$ cat config.mk
export PLATFORM = sky130hd
export DESIGN_NAME = ex_muldiv_ctrl
export DESIGN_NICKNAME = d
export VERILOG_FILES = /design/src/rtl/ex_muldiv_ctrl.sv
export SDC_FILE = /design/constraint.sdc
export NUM_CORES = 1
export LEC_CHECK = 0
export CORE_ASPECT_RATIO = 1.1
export CORE_UTILIZATION = 55
export CTS_BUF_LIST = sky130_fd_sc_hd__clkbuf_4
export CTS_CLUSTER_SIZE = 24
export DETAILED_ROUTE_END_ITERATION = 16
export MAX_ROUTING_LAYER = met4
export PLACE_DENSITY = 0.79
export SLEW_MARGIN = 10
export SYNTH_ARGS = -nofsm -noshare
export SYNTH_HDL_FRONTEND = slang
export SYNTH_SLANG_ARGS = --single-unit
$ cat constraint.sdc
create_clock -name clk -period 3.55 [get_ports clk]
set_input_delay 0.5325 -clock clk [delete_from_list [all_inputs] [get_ports clk]]
set_output_delay 0.5325 -clock clk [all_outputs]
set_load 0.02 [all_outputs]
$ cat src/rtl/ex_muldiv_ctrl.sv
// Iterative multiply/divide sequencer with architectural HI/LO registers beside the EX-stage ALU.
// Optional MULDIV_FAST_MUL_EN swaps the 32-step shift-add multiplier for a single-cycle product.
module ex_muldiv_ctrl #(
    parameter int unsigned       DATA_W  = 32,
    parameter logic [DATA_W-1:0] DIV0_LO = 32'hFFFF_FFFF
) (
    input  logic              clk,
    input  logic              rst_n,
    input  logic              in_start,
    input  logic [2:0]        in_op,
    input  logic [DATA_W-1:0] in_dataA,
    input  logic [DATA_W-1:0] in_dataB,
    input  logic              in_flush,
    output logic              out_busy,
    output logic              out_done,
    output logic              out_div_by_zero,
    output logic [DATA_W-1:0] out_hi,
    output logic [DATA_W-1:0] out_lo
);

    localparam int unsigned      CNT_W     = $clog2(DATA_W);
    localparam logic [CNT_W-1:0] LAST_STEP = CNT_W'(DATA_W - 1);

    localparam logic [2:0] OpMult  = 3'b000;
    localparam logic [2:0] OpMultu = 3'b001;
    localparam logic [2:0] OpDiv   = 3'b010;
    localparam logic [2:0] OpDivu  = 3'b011;
    localparam logic [2:0] OpMthi  = 3'b100;
    localparam logic [2:0] OpMtlo  = 3'b101;

    typedef enum logic [1:0] {StIdle, StMul, StDiv, StFix} state_e;

    state_e                state_q, state_d;
    logic [2*DATA_W-1:0]   acc_q, acc_d;
    logic [DATA_W-1:0]     a_q, a_d;
    logic [DATA_W-1:0]     b_q, b_d;
    logic [DATA_W-1:0]     hi_q, hi_d;
    logic [DATA_W-1:0]     lo_q, lo_d;
    logic [CNT_W-1:0]      cnt_q, cnt_d;
    logic                  is_div_q, is_div_d;
    logic                  neg_lo_q, neg_lo_d;
    logic                  neg_hi_q, neg_hi_d;
    logic                  dz_q, dz_d;
    logic                  done_q, done_d;
    logic                  dz_pulse_q, dz_pulse_d;

    logic                  signed_op, sign_a, sign_b;
    logic [DATA_W:0]       rem_sh;
    logic                  div_ge;
    logic [DATA_W-1:0]     div_sub;
    logic [2*DATA_W-1:0]   prod_src, prod_fix;
    logic [DATA_W-1:0]     quo_fix, rem_fix, dz_hi;

    // MULT and DIV are the even opcodes; their operands enter as magnitudes.
    assign signed_op = ~in_op[0];
    assign sign_a    = signed_op & in_dataA[DATA_W-1];
    assign sign_b    = signed_op & in_dataB[DATA_W-1];

    // Restoring step: dividend bits stream out of a_q into the remainder half of acc.
    assign rem_sh  = {acc_q[2*DATA_W-1:DATA_W], a_q[DATA_W-1]};
    assign div_ge  = rem_sh >= {1'b0, b_q};
    assign div_sub = rem_sh[DATA_W-1:0] - b_q;

`ifdef MULDIV_FAST_MUL_EN
    assign prod_src = {{DATA_W{1'b0}}, a_q} * {{DATA_W{1'b0}}, b_q};
`else
    logic [DATA_W:0] mul_sum;

    assign mul_sum  = {1'b0, acc_q[2*DATA_W-1:DATA_W]} + {1'b0, (b_q[0] ? a_q : '0)};
    assign prod_src = acc_q;
`endif

    assign prod_fix = neg_lo_q ? -prod_src : prod_src;
    assign quo_fix  = neg_lo_q ? -acc_q[DATA_W-1:0] : acc_q[DATA_W-1:0];
    assign rem_fix  = neg_hi_q ? -acc_q[2*DATA_W-1:DATA_W] : acc_q[2*DATA_W-1:DATA_W];
    // a_q is untouched on divide by zero, so re-applying the sign restores the raw dividend.
    assign dz_hi    = neg_hi_q ? -a_q : a_q;

    always_comb begin
        state_d    = state_q;
        acc_d      = acc_q;
        a_d        = a_q;
        b_d        = b_q;
        hi_d       = hi_q;
        lo_d       = lo_q;
        cnt_d      = cnt_q;
        is_div_d   = is_div_q;
        neg_lo_d   = neg_lo_q;
        neg_hi_d   = neg_hi_q;
        dz_d       = dz_q;
        done_d     = 1'b0;
        dz_pulse_d = 1'b0;

        if (state_q != StIdle && in_flush) begin
            state_d = StIdle;
        end else begin
            unique case (state_q)
                StIdle: begin
                    if (in_start && !in_flush) begin
                        case (in_op)
                            OpMthi: hi_d = in_dataA;
                            OpMtlo: lo_d = in_dataA;
                            OpMult, OpMultu, OpDiv, OpDivu: begin
                                a_d      = sign_a ? -in_dataA : in_dataA;
                                b_d      = sign_b ? -in_dataB : in_dataB;
                                neg_lo_d = sign_a ^ sign_b;
                                neg_hi_d = sign_a;
                                is_div_d = in_op[1];
                                dz_d     = in_op[1] && (in_dataB == '0);
                                acc_d    = '0;
                                cnt_d    = '0;
                                state_d  = in_op[1] ? StDiv : StMul;
                            end
                            default: ;
                        endcase
                    end
                end
                StMul: begin
`ifdef MULDIV_FAST_MUL_EN
                    hi_d    = prod_fix[2*DATA_W-1:DATA_W];
                    lo_d    = prod_fix[DATA_W-1:0];
                    done_d  = 1'b1;
                    state_d = StIdle;
`else
                    acc_d = {mul_sum, acc_q[DATA_W-1:1]};
                    b_d   = b_q >> 1;
                    cnt_d = cnt_q + 1'b1;
                    if (cnt_q == LAST_STEP) begin
                        state_d = StFix;
                    end
`endif
                end
                StDiv: begin
                    if (dz_q) begin
                        state_d = StFix;
                    end else begin
                        a_d   = a_q << 1;
                        acc_d = {(div_ge ? div_sub : rem_sh[DATA_W-1:0]),
                                 acc_q[DATA_W-2:0], div_ge};
                        cnt_d = cnt_q + 1'b1;
                        if (cnt_q == LAST_STEP) begin
                            state_d = StFix;
                        end
                    end
                end
                StFix: begin
                    if (is_div_q) begin
                        lo_d = dz_q ? DIV0_LO : quo_fix;
                        hi_d = dz_q ? dz_hi : rem_fix;
                    end else begin
                        hi_d = prod_fix[2*DATA_W-1:DATA_W];
                        lo_d = prod_fix[DATA_W-1:0];
                    end
                    done_d     = 1'b1;
                    dz_pulse_d = dz_q;
                    state_d    = StIdle;
                end
                default: state_d = StIdle;
            endcase
        end
    end

    always_ff @(posedge clk or negedge rst_n) begin
        if (!rst_n) begin
            state_q    <= StIdle;
            acc_q      <= '0;
            a_q        <= '0;
            b_q        <= '0;
            hi_q       <= '0;
            lo_q       <= '0;
            cnt_q      <= '0;
            is_div_q   <= 1'b0;
            neg_lo_q   <= 1'b0;
            neg_hi_q   <= 1'b0;
            dz_q       <= 1'b0;
            done_q     <= 1'b0;
            dz_pulse_q <= 1'b0;
        end else begin
            state_q    <= state_d;
            acc_q      <= acc_d;
            a_q        <= a_d;
            b_q        <= b_d;
            hi_q       <= hi_d;
            lo_q       <= lo_d;
            cnt_q      <= cnt_d;
            is_div_q   <= is_div_d;
            neg_lo_q   <= neg_lo_d;
            neg_hi_q   <= neg_hi_d;
            dz_q       <= dz_d;
            done_q     <= done_d;
            dz_pulse_q <= dz_pulse_d;
        end
    end

    assign out_busy        = (state_q != StIdle);
    assign out_done        = done_q;
    assign out_div_by_zero = dz_pulse_q;
    assign out_hi          = hi_q;
    assign out_lo          = lo_q;

endmodule

# Word level (Yosys, flattened, before mapping)
# Cells that the tools add are included.
dict set report word_totals {
  ram_bits 0
  input_bits 71
  memories 0
  word_cells 108
  output_inout_bits 67
  mem_bits_ro 0
  latchBits 0
  reg_bits 205
}
dict set report classes {
  shift 0
  magnitude_cmp 1
  eq_ne 16
  n_reduce_logical 20
  bitwise 5
  multipliers 0
  muxes 44
  n_div 0
  add_sub_neg 9
}
# cell n
set op_table {}
lappend op_table {{two-way mux 32 bit} 20}
lappend op_table {{two-way mux 64 bit} 4}
lappend op_table {{one-hot mux 32 bit (2 select lines)} 4}
lappend op_table {{one-hot mux 64 bit (3 select lines)} 1}
lappend op_table {{negator 32 bit} 5}
lappend op_table {{negator 64 bit} 1}
lappend op_table {{adder 32 x 32 -> 33 bit} 1}
lappend op_table {{>= comparator 33 x 32 -> 1 bit} 1}
lappend op_table {{logical NOT 32 bit} 1}
lappend op_table {{subtractor 32 bit} 1}
lappend op_table {{AND reduction 4 bit} 4}
lappend op_table {{two-way mux 5 bit} 3}
lappend op_table {{one-hot mux 5 bit (3 select lines)} 1}
lappend op_table {{two-way mux 2 bit} 6}
lappend op_table {{AND reduction 5 bit} 2}
lappend op_table {{one-hot mux 2 bit (4 select lines)} 1}
lappend op_table {{nonzero test 2 bit} 4}
lappend op_table {{== test 3 x 2 -> 1 bit, second input constant} 2}
lappend op_table {{== test 3 bit, second input constant} 2}
lappend op_table {{inequality test 2 x 1 -> 1 bit, second input constant} 3}
lappend op_table {{adder 5 x 1 -> 5 bit, second input constant} 1}
lappend op_table {{== test 5 bit, second input constant} 1}
lappend op_table {{== test 2 bit, second input constant} 2}
lappend op_table {{two-way mux 1 bit} 4}
lappend op_table {{other kinds (15)} 20}

# Logic depth before layout (Yosys ltp)
# Gate-level depths: netlist of run 1.
dict set report logic_depth {
  depth_word 6
  depth_mapped 12
  ltp_nobuf 11
}

# Worst setup path before layout of run 1
# OpenSTA, ideal clock, no wires.
dict set report synth_timing {
  path_kind {register to register}
  start {register acc_q[32]}
  end {register hi_q[30] (netlist: out_hi[30])}
  stages_incl_launch_ff 13
  required_ps 3456
  path_slack_ps 177
  n_path_buf 2
  period_less_slack_ps 3373
  arrival_ps 3279
  setup_ps 94
  path_cell_list {dfrtp_1 > clkbuf_1 > inv_1 > ha_1 > or3b_4 > or4_4 > or4_1 > buf_2 > or4_4 > o21ai_2 > xnor2_1 > a22oi_1 > a211oi_1}
}
dict set report synth_between {
  elab_chain_cells 5
  elab_cells_between_ends 7
  classes_between {add/sub: 2; mux: 5}
}
# element line
set synth_lines {}
lappend synth_lines {{start: declaration} 34} ;# logic [2*DATA_W-1:0] acc_q, acc_d;
lappend synth_lines {{start signal: assignment} 166} ;# acc_q <= '0;
lappend synth_lines {{start signal: assignment} 180} ;# acc_q <= acc_d;
lappend synth_lines {{negator 32 bit} 75} ;# assign rem_fix = neg_hi_q ? -acc_q[2*DATA_W-1:DATA_W] : acc_q[2*DATA_W-1:DATA_W];
lappend synth_lines {{two-way mux 32 bit} 75}
lappend synth_lines {{two-way mux 32 bit} 149} ;# hi_d = dz_q ? dz_hi : rem_fix;
lappend synth_lines {{two-way mux 32 bit *} 147} ;# if (is_div_q) begin
lappend synth_lines {{one-hot mux 32 bit (2 select lines) *} 97} ;# unique case (state_q)
lappend synth_lines {{end signal: assignment} 183} ;# hi_q <= hi_d;
lappend synth_lines {{end: declaration} 37} ;# logic [DATA_W-1:0] hi_q, hi_d;
# Every way passes the cells marked *; elsewhere a longest branch is shown, timed or not.
# A chain may end at the register's enable or synchronous reset.

# Worst setup path after layout of run 1
dict set report layout_timing {
  start {register a_q[8]}
  end {register hi_q[28] (netlist: out_hi[28])}
}
dict set report layout_between {
  elab_chain_cells 5
}
# element line
set layout_lines {}
lappend layout_lines {{start: declaration} 35} ;# logic [DATA_W-1:0] a_q, a_d;
lappend layout_lines {{start signal: assignment} 167} ;# a_q <= '0;
lappend layout_lines {{start signal: assignment} 181} ;# a_q <= a_d;
lappend layout_lines {{negator 32 bit} 77} ;# assign dz_hi = neg_hi_q ? -a_q : a_q;
lappend layout_lines {{two-way mux 32 bit} 77}
lappend layout_lines {{two-way mux 32 bit} 149}
lappend layout_lines {{two-way mux 32 bit} 147}
lappend layout_lines {{one-hot mux 32 bit (2 select lines)} 97}
# No other way between the ends.

==> flow_metrics.tcl, run 1 <==
set metrics [dict create \
    period_share_pct 96.58 \
    synthTopCellsByArea "dfrtp_1 (29%), o21ai_0 (8.6%), xnor2_1 (6.7%)" \
    antenna_left 0 \
    worstSetupEndpoint "out_hi[28]" \
    fin_util_pct 65.22 \
    drc 0 \
    slowest_delay_ps 670 \
    avgViaCountPerCell 6.414 \
    synth_top_area_share_pct 29.22 \
    reg2regPathDepth 8 \
    crit_type "flop to flop" \
    synth_compound_area_share_pct 28.36 \
    r2r_start "a_q[8]" \
    tns_ps 0 \
    cts.clk_slew.worst_paths_ps 90 \
    cts_tree "yes" \
    die_x_um 172.4 \
    grt_start_max_net_pins 101 \
    crit_start "a_q[8]" \
    crit_slowest_cell "or4_1" \
    dr.pass1.iters 5 \
    synth-xor-area-share_pct 10.58 \
    power_frac_seq_pct 26.5 \
    cp.depth 8 \
    reg2reg_to "out_hi[28]" \
    p_int_uw 7628 \
    max_slew.worst_pin.slew_ps 1050 \
    slew_headroom_pct 29.73 \
    ys_warn_count 0 \
    rows 68 \
    ys_types 71 \
    hold_viol_final 0 \
    postSynthCellCount 2286 \
    crit_chain "buf_4, or4_1, nor4_1, nand3_1, o21ai_0, o21ai_0, a221oi_1, nor3_1" \
    cts_root_buffer "clkbuf_4" \
    finalCriticalPeriod_ps 3429 \
    finalSetupViolCount 0 \
    combPwrFrac_pct 58.9 \
    clock_sinks 205 \
    numCtsBuffers 58 \
    fin_nets 2582 \
    antenna_found_initial 1 \
    power_frac_clock_pct 14.6 \
    first_iter_violations 1952 \
    cp_data_required_time_ps 4160 \
    dpl.hpwl_um 46710 \
    vias 18580 \
    startpoint_type "flop" \
    die_area_um2 32640 \
    crit_family "simple AND/OR/NAND/NOR gates" \
    synth-seq-area-share_pct 29.22 \
    yosys.area_share.simple_pct 19.03 \
    async_flop_share_pct 100.0 \
    synth_ff_type "dfrtp_1" \
    dp_cells 2791 \
    grt_pass1_vias 17780 \
    grt_pass1_wl_um 97790 \
    synthAdderAreaFrac_pct 5.716 \
    synth_nets 2436 \
    fmax_mhz 291.7 \
    clk_path_buf_depth 3 \
    slew_viol_final 0 \
    status "complete, no violations" \
    end_kind "flop" \
    syn2layout_area_growth_pct 16.63 \
    final_cell_mix "nand2_1 (307), o21ai_0 (303), dfrtp_1 (204)" \
    synth-edff-count 0 \
    ys_seq_elements 205 \
    gp_congestion 0.9925 \
    maxCapViolCount 0 \
    insertion_delay_ps 790 \
    htree_levels 2 \
    grt_use_total_pct 39.58 \
    muxShareOfSynthArea_pct 2.024 \
    fin_worst_skew_ps 75.08 \
    reg2reg_setup_slack_ps 120 \
    netlist_area_um2 17560 \
    ir_drop_mv 0.3579 \
    avgSynthCellArea_um2 7.680 \
    port_buffers 137 \
    wirelength_um 62250 \
    wl_per_cell_um 21.49 \
    die_h_um 189.4 \
    drive_gt1_share_pct 9.374 \
    core_um2 31400 \
    netSwitchingFraction_pct 49.53 \
    synth_area_leader_cell "dfrtp_1" \
    path_max_fanout 5 \
    critPathMostFrequentCell "o21ai_0" \
    cp_num_buf_inv 1 \
    switchingPower_uw 7486 \
    rsz0062_at_grt "no" \
    holdWs_ps 448.2 \
    synth_top_family_by_area "compound AO/OA/AOI/OAI gates" \
    cp.arrival_ps 4040 \
    grt_overflow_total 0 \
    p_leak_uw 0.008785 \
    power_density_nw_per_um2 738.1 \
    final_common_cell "nand2_1" \
    ios 138 \
    instances_no_fill 2897 \
    initial_core_util_pct 55.92 \
    hold_class "primary input to asynchronous set/reset pin" \
]
state kept, by name (all words and copies together) (netlist names):
name / cells
acc_q: 64
a_q: 32
b_q: 32
out_hi: 32
out_lo: 32
cnt_q: 5
state_q: 2
dz_q: 1
is_div_q: 1
neg_hi_q: 1
neg_lo_q: 1
out_div_by_zero: 1
out_done: 1
area by class of cell:
type	count	area, um2
diodes	2	5.005
clock buffers	84	630.6
clock inverters	19	86.33
fillers	2803	10920
inverters	77	289.0
multi-input cells	1847	11600
flip-flops and latches	205	5131
well taps	420	525.5
repair buffers	243	2211
cells by family after synthesis:
group	Yosys count
compound gates	808
fa+ha+maj	79
mux	34
buf+inv	234
flops	205
simple gates	714
xor+xnor	212
stage by stage:
stage,power [uW],worst slack (ps),instance area (um2)
finish,15110,121.5,20480
CTS,14920,150.4,20460
floorplan,9519,177.1,17560
global route,16100,0.4747,20480
detailed placement,12680,151.0,19740
global placement,12520,223.8,19740
synthesized netlist by cell type, drive strengths merged (18+ instances only):
cell type,instances
o22ai,42
and2,45
nand2,307
xor2,77
o41ai,18
or3,32
nand3,32
o31ai,43
xnor2,135
clkbuf,142
nor2,129
o21ai,307
and3,24
o221ai,18
dfrtp,205
mux2i,31
ha,77
inv,77
a22oi,53
nor3,52
nor4,20
a21o,32
a21oi,160
o211ai,21
power by group through the flow:
stage	logic, uW	clock network (uW)	registers (uW)
2_1_floorplan	5480	0	4040
3_3_place_gp	8570	0	3960
3_5_place_dp	8690	0	3990
4_1_cts	8730	2230	3960
5_1_grt	9670	2360	4080
6_report	8900	2210	4000
per-layer routing:
metal	routed length, um	part of all wire, %	global-route usage [%]
met1	24860	40	49.17
met2	28790	46	62.41
met3	5267	8.5	5.707
met4	3332	5.4	20.18
met5	0	0	-
repair_timing:
| action | 4_1_cts | 5_1_grt |
|---|---|---|
| setup endpoints to repair | 0 | 2 |
| hold buffers | 1 | 0 |
| endpoints found under the hold margin | 98 | 0 |
| buffers inserted | 0 | 0 |
| gates resized for setup | 0 | 2 |
worst min-delay path by stage:
| stage | start | endpoint | slack, ps | depth (start not counted) |
|---|---|---|---|---|
| global route | in_dataB[31] | b_q[31] | 490 | 3 |
| finish | rst_n | out_hi[29] | 450 | 2 |
| global placement | out_lo[17] | out_lo[17] | 460 | 2 |
| floorplan | rst_n | a_q[0] | 240 | 0 |
| detailed placement | out_lo[2] | out_lo[2] | 470 | 2 |
| CTS | rst_n | out_hi[29] | 440 | 2 |
Power figures use the tool's default switching activity.
==> inputs of run 2 (changes only) <==
- CELL_PAD_IN_SITES_DETAIL_PLACEMENT: not set -> 1
- CELL_PAD_IN_SITES_GLOBAL_PLACEMENT: not set -> 1
- CORE_UTILIZATION: 55 -> 41
- PLACE_DENSITY: 0.79 -> not set
- PLACE_DENSITY_LB_ADDON: not set -> 0.1
==> flow_metrics.tcl, run 2 (synthesized netlist as in run 1, its figures left out) <==
set metrics [dict create \
    grt_overflow_total 0 \
    p_leak_uw 0.008922 \
    fill_cells 5343 \
    final_cell_mix "nand2_1 (307), o21ai_0 (303), dfrtp_1 (204)" \
    grt_use_total_pct 33.80 \
    first_iter_violations 1029 \
    clk_path_buf_depth 3 \
    max_slew.worst_pin.slew_ps 853.1 \
    period_share_pct 95.04 \
    antenna_left 0 \
    startpoint_type "flop" \
    largest_reg_flops 64 \
    wl_per_cell_um 23.12 \
    gp_congestion 0.9429 \
    crit_type "flop to flop" \
    insertion_delay_ps 870 \
    finalCriticalPeriod_ps 3374 \
    top_register "acc_q" \
    wirelength_um 71180 \
    htree_levels 2 \
    cts_setup_buffers 0 \
    grt_pass1_vias 18770 \
    detailedPlace.worstSlack_ps 100.7 \
    vias 18480 \
    hold_class "primary input to asynchronous set/reset pin" \
    drc 0 \
    hold_viol_final 0 \
    initial_core_util_pct 41.50 \
    core_um2 42310 \
    grt_start_max_net_pins 83 \
    syn2layout_area_growth_pct 19.04 \
    clock_sinks 205 \
    cp.arrival_ps 4130 \
    numCtsBuffers 61 \
    slew_headroom_pct 42.52 \
    dr.pass1.iters 5 \
    die_area_um2 43650 \
    rows 79 \
    fmax_mhz 296.4 \
    dpl.hpwl_um 54960 \
    fin_ws_ps 176.1 \
    finalSetupViolCount 0 \
    final_common_cell "nand2_1" \
    status "complete, no violations" \
    cts_root_buffer "clkbuf_4" \
    cts_tree "yes" \
    maxCapViolCount 0 \
    power_density_nw_per_um2 743.7 \
    fin_nets 2607 \
    port_buffers 137 \
    cts.clk_slew.worst_paths_ps 70 \
    avgViaCountPerCell 6.001 \
    fin_worst_skew_ps 60.26 \
    crit_slowest_cell "or4_1" \
    grt_pass1_wl_um 110300 \
    slowest_delay_ps 560 \
    die_h_um 219.0 \
    tns_ps 0 \
    path_max_fanout 6 \
    crit_chain "inv_1, ha_1, or3b_4, or4_4, or4_1, or4_4, o21ai_2, xnor2_1, a22oi_1, a211oi_1" \
    antenna_found_initial 2 \
    slew_viol_final 0 \
    end_kind "flop" \
    total_power_uw 15540 \
    ios 138 \
    critPathMostFrequentCell "or4_4" \
    drive_gt1_share_pct 10.20 \
    cp_data_required_time_ps 4310 \
    die_x_um 199.3 \
    ir_drop_mv 0.3302 \
    rsz0062_at_grt "no" \
]
-- run 2: changes by cell type in the layout (fill, tap and decap cells not counted), sizes merged --
cell / delta
clkinv: +24
buf: +22
clkbuf: -11
bufinv: +1
inv: -1
-- run 2: final timing paths --
kind	startpoint	endpoint	slack, ps	depth (start not counted)
max in group asynchronous	rst_n	a_q[3]	2330	3
min in group clk	in_dataB[31]	b_q[31]	450	3
hold / removal	rst_n	acc_q[5]	290	2
hold reg to reg	out_lo[26]	out_lo[26]	480	2
setup / recovery	acc_q[32]	out_hi[30]	180	10
setup reg to reg	acc_q[32]	out_hi[30]	180	10
-- run 2: layer usage --
| layer | up-vias | global-route usage (%) | routed length, um |
|---|---|---|---|
| met5 | - | - | 0 |
| met4 | 0 | 14.15 | 2743 |
| met3 | 113 | 3.996 | 3558 |
| met2 | 476 | 55.84 | 34250 |
| met1 | 9233 | 41.59 | 30620 |
| li1 | 8654 | - | - |
-- run 2: cell type report --
| class | count | area (um2) | area share, % |
|---|---|---|---|
| Timing Repair Buffer | 265 | 2389 | 11.43 |
| Inverter | 77 | 289.0 | 1.383 |
| Antenna cell | 2 | 5.005 | 0.02395 |
| Sequential cell | 205 | 5131 | 24.55 |
| Multi-Input combinational cell | 1847 | 11600 | 55.51 |
| Clock buffer | 73 | 548.0 | 2.622 |
| Tap cell | 567 | 709.4 | 3.394 |
| Clock inverter | 43 | 227.7 | 1.090 |
-- run 2: worst max-delay path: cells and delay by family, from the launching register on --
kind                       cells  cell delay [ps]
and+or+nand+nor                4             1970
AOI/OAI and AO/OA              3              500
DFF                            1              380
adders and majority gates      1              200
xor gates and xnor gates       1              130
buffers and inverters          1              110
-- run 2: where the power goes --
part,internal [uW],switching (uW),total (uW)
Combinational,3480,5710,9190
Clock,1080,1250,2340
Sequential,3100,911,4010
Total,7670,7870,15500
-- run 2: repair_timing --
item,in CTS,in global routing
hold endpoints to repair,79,0
endpoints found under the setup margin,0,3
hold buffers,1,0
resized for setup,0,2
-- run 2: through the flow --
step           instance area, um2  hold slack, ps  utilization (%)  cells
3_5_place_dp                20100           468.8            47.50   2960
3_3_place_gp                20100           460.8            47.50   2960
4_1_cts                     20880           254.9            49.36   3077
6_report                    20900           289.0            49.40   3079
2_1_floorplan               17560           236.9                -   2286
5_1_grt                     20900           324.6            49.40   3079
==> inputs of run 3 (changes only) <==
- clock period: 3.55 -> 3.05 ns (I/O delays scaled with it)
==> flow_metrics.tcl, run 3 (synthesized netlist as in run 1, its figures left out) <==
set metrics [dict create \
    startpoint_type "flop" \
    p_leak_uw 0.009829 \
    hold_viol_final 0 \
    syn2layout_area_growth_pct 27.84 \
    finalCriticalPeriod_ps 3025 \
    maxCapViolCount 0 \
    cp.arrival_ps 3820 \
    hold_class "primary input to asynchronous set/reset pin" \
    ios 138 \
    rsz0062_at_grt "yes" \
    first_iter_violations 980 \
    status "complete, no violations" \
    die_h_um 219.0 \
    power_density_nw_per_um2 870.4 \
    fin_util_pct 53.06 \
    drive_gt1_share_pct 17.52 \
    antenna_found_initial 3 \
    die_x_um 199.3 \
    wirelength_um 74260 \
    largest_reg_flops 64 \
    grt_start_max_net_pins 67 \
    drc 0 \
    path_max_fanout 6 \
    rows 79 \
    avgViaCountPerCell 5.940 \
    crit_chain "clkinv_4, ha_4, or3b_4, or4_4, or4_4, or4_4, o21ai_2, xnor2_1, a22oi_1, a211oi_2" \
    cp_num_buf_inv 1 \
    max_slew.worst_pin.slew_ps 906.0 \
    end_kind "flop" \
    dpl.hpwl_um 57820 \
    insertion_delay_ps 890 \
    clk_path_buf_depth 3 \
    ir_drop_mv 0.3463 \
    grt_pass1_wl_um 115100 \
    grt_use_total_pct 35.20 \
    cp_data_required_time_ps 3840 \
    period_share_pct 99.19 \
    crit_slowest_cell "or4_4" \
    finalSetupViolCount 0 \
    slowest_delay_ps 470 \
    top_register "acc_q" \
    cts_tree "yes" \
    core_um2 42310 \
    die_area_um2 43650 \
    critPathMostFrequentCell "or4_4" \
    slew_headroom_pct 39.60 \
    antenna_left 0 \
    fin_worst_skew_ps 86.18 \
    vias 19220 \
    slew_viol_final 0 \
    dr.pass1.iters 7 \
    port_buffers 137 \
    wl_per_cell_um 22.95 \
    cts.clk_slew.worst_paths_ps 70 \
    tns_ps 0 \
    grt_pass1_vias 19820 \
    grt_overflow_total 0 \
    cts_root_buffer "clkbuf_4" \
    final_common_cell "nand2_1" \
    fmax_mhz 330.5 \
    fin_nets 2764 \
    numCtsBuffers 61 \
    clock_sinks 205 \
    htree_levels 2 \
    gp_congestion 0.9659 \
    initial_core_util_pct 41.50 \
    crit_type "flop to flop" \
    final_cell_mix "nand2_1 (307), o21ai_0 (296), buf_4 (271)" \
    crit_family "simple AND/OR/NAND/NOR gates" \
]
[run 3: cell types whose count changed in the layout (fill, tap and decap cells not counted), moves of 5 or more]
cell	delta
buf_4	+148
clkbuf_4	+18
clkinv_1	-10
clkinv_2	-9
o21ai_0	-7
buf_12	+6
a21oi_1	-5
a21oi_2	+5
a221oi_1	-5
o21ai_1	+5
[run 3: area by class of cell]
type	instances	area (um2)
fillers	5286	19860
repair buffers	422	3652
multi-input cells	1847	11850
clock inverters	23	115.1
flip-flops and latches	205	5135
well taps	567	709.4
inverters	77	294.0
clock buffers	91	683.2
diodes	3	7.507
[run 3: power by group]
| group | switching (uW) | internal [uW] | total [uW] |
|---|---|---|---|
| registers | 1010 | 3620 | 4620 |
| logic | 7120 | 4980 | 12100 |
| clock network | 1440 | 1380 | 2820 |
| total | 9560 | 9970 | 19500 |
[run 3: routing by layer]
| layer | track usage (%) | wire length (um) |
|---|---|---|
| met5 | - | 0 |
| met4 | 17.36 | 3928 |
| met3 | 4.672 | 3978 |
| met2 | 57.55 | 35560 |
| met1 | 42.52 | 30790 |
[run 3: per-stage QoR]
stage                     power [uW]  worst slack [ps]  instances  hold WS [ps]  instance area (um2)
after CTS                      19270             2.023       3226         123.6                22210
after floorplan                11190            -97.63       2286         161.9                17610
after global placement         15920            -403.4       3110         461.3                21320
after detailed placement       16310            -365.7       3110         469.5                21320
final                          19540             24.67       3235         133.6                22450
after global routing           20820            -77.21       3235         165.7                22450
[run 3: what timing repair did]
action	4_1_cts	5_1_grt
pin swaps	4	16
setup buffers	1	5
setup endpoints to repair	34	44
endpoints found under the hold margin	61	0
gates resized for setup	16	42
hold buffers	1	0
[run 3: worst paths after layout]
path / start / endpoint / slack [ps] / cells past startpoint
max: acc_q[32] / out_hi[30] / 20 / 10
min: rst_n / acc_q[22] / 130 / 2
max reg2reg: acc_q[32] / out_hi[30] / 20 / 10
min reg2reg: out_lo[23] / out_lo[23] / 480 / 2
max in group asynchronous: rst_n / out_hi[20] / 2060 / 3
min in group clk: in_dataB[31] / b_q[31] / 350 / 3
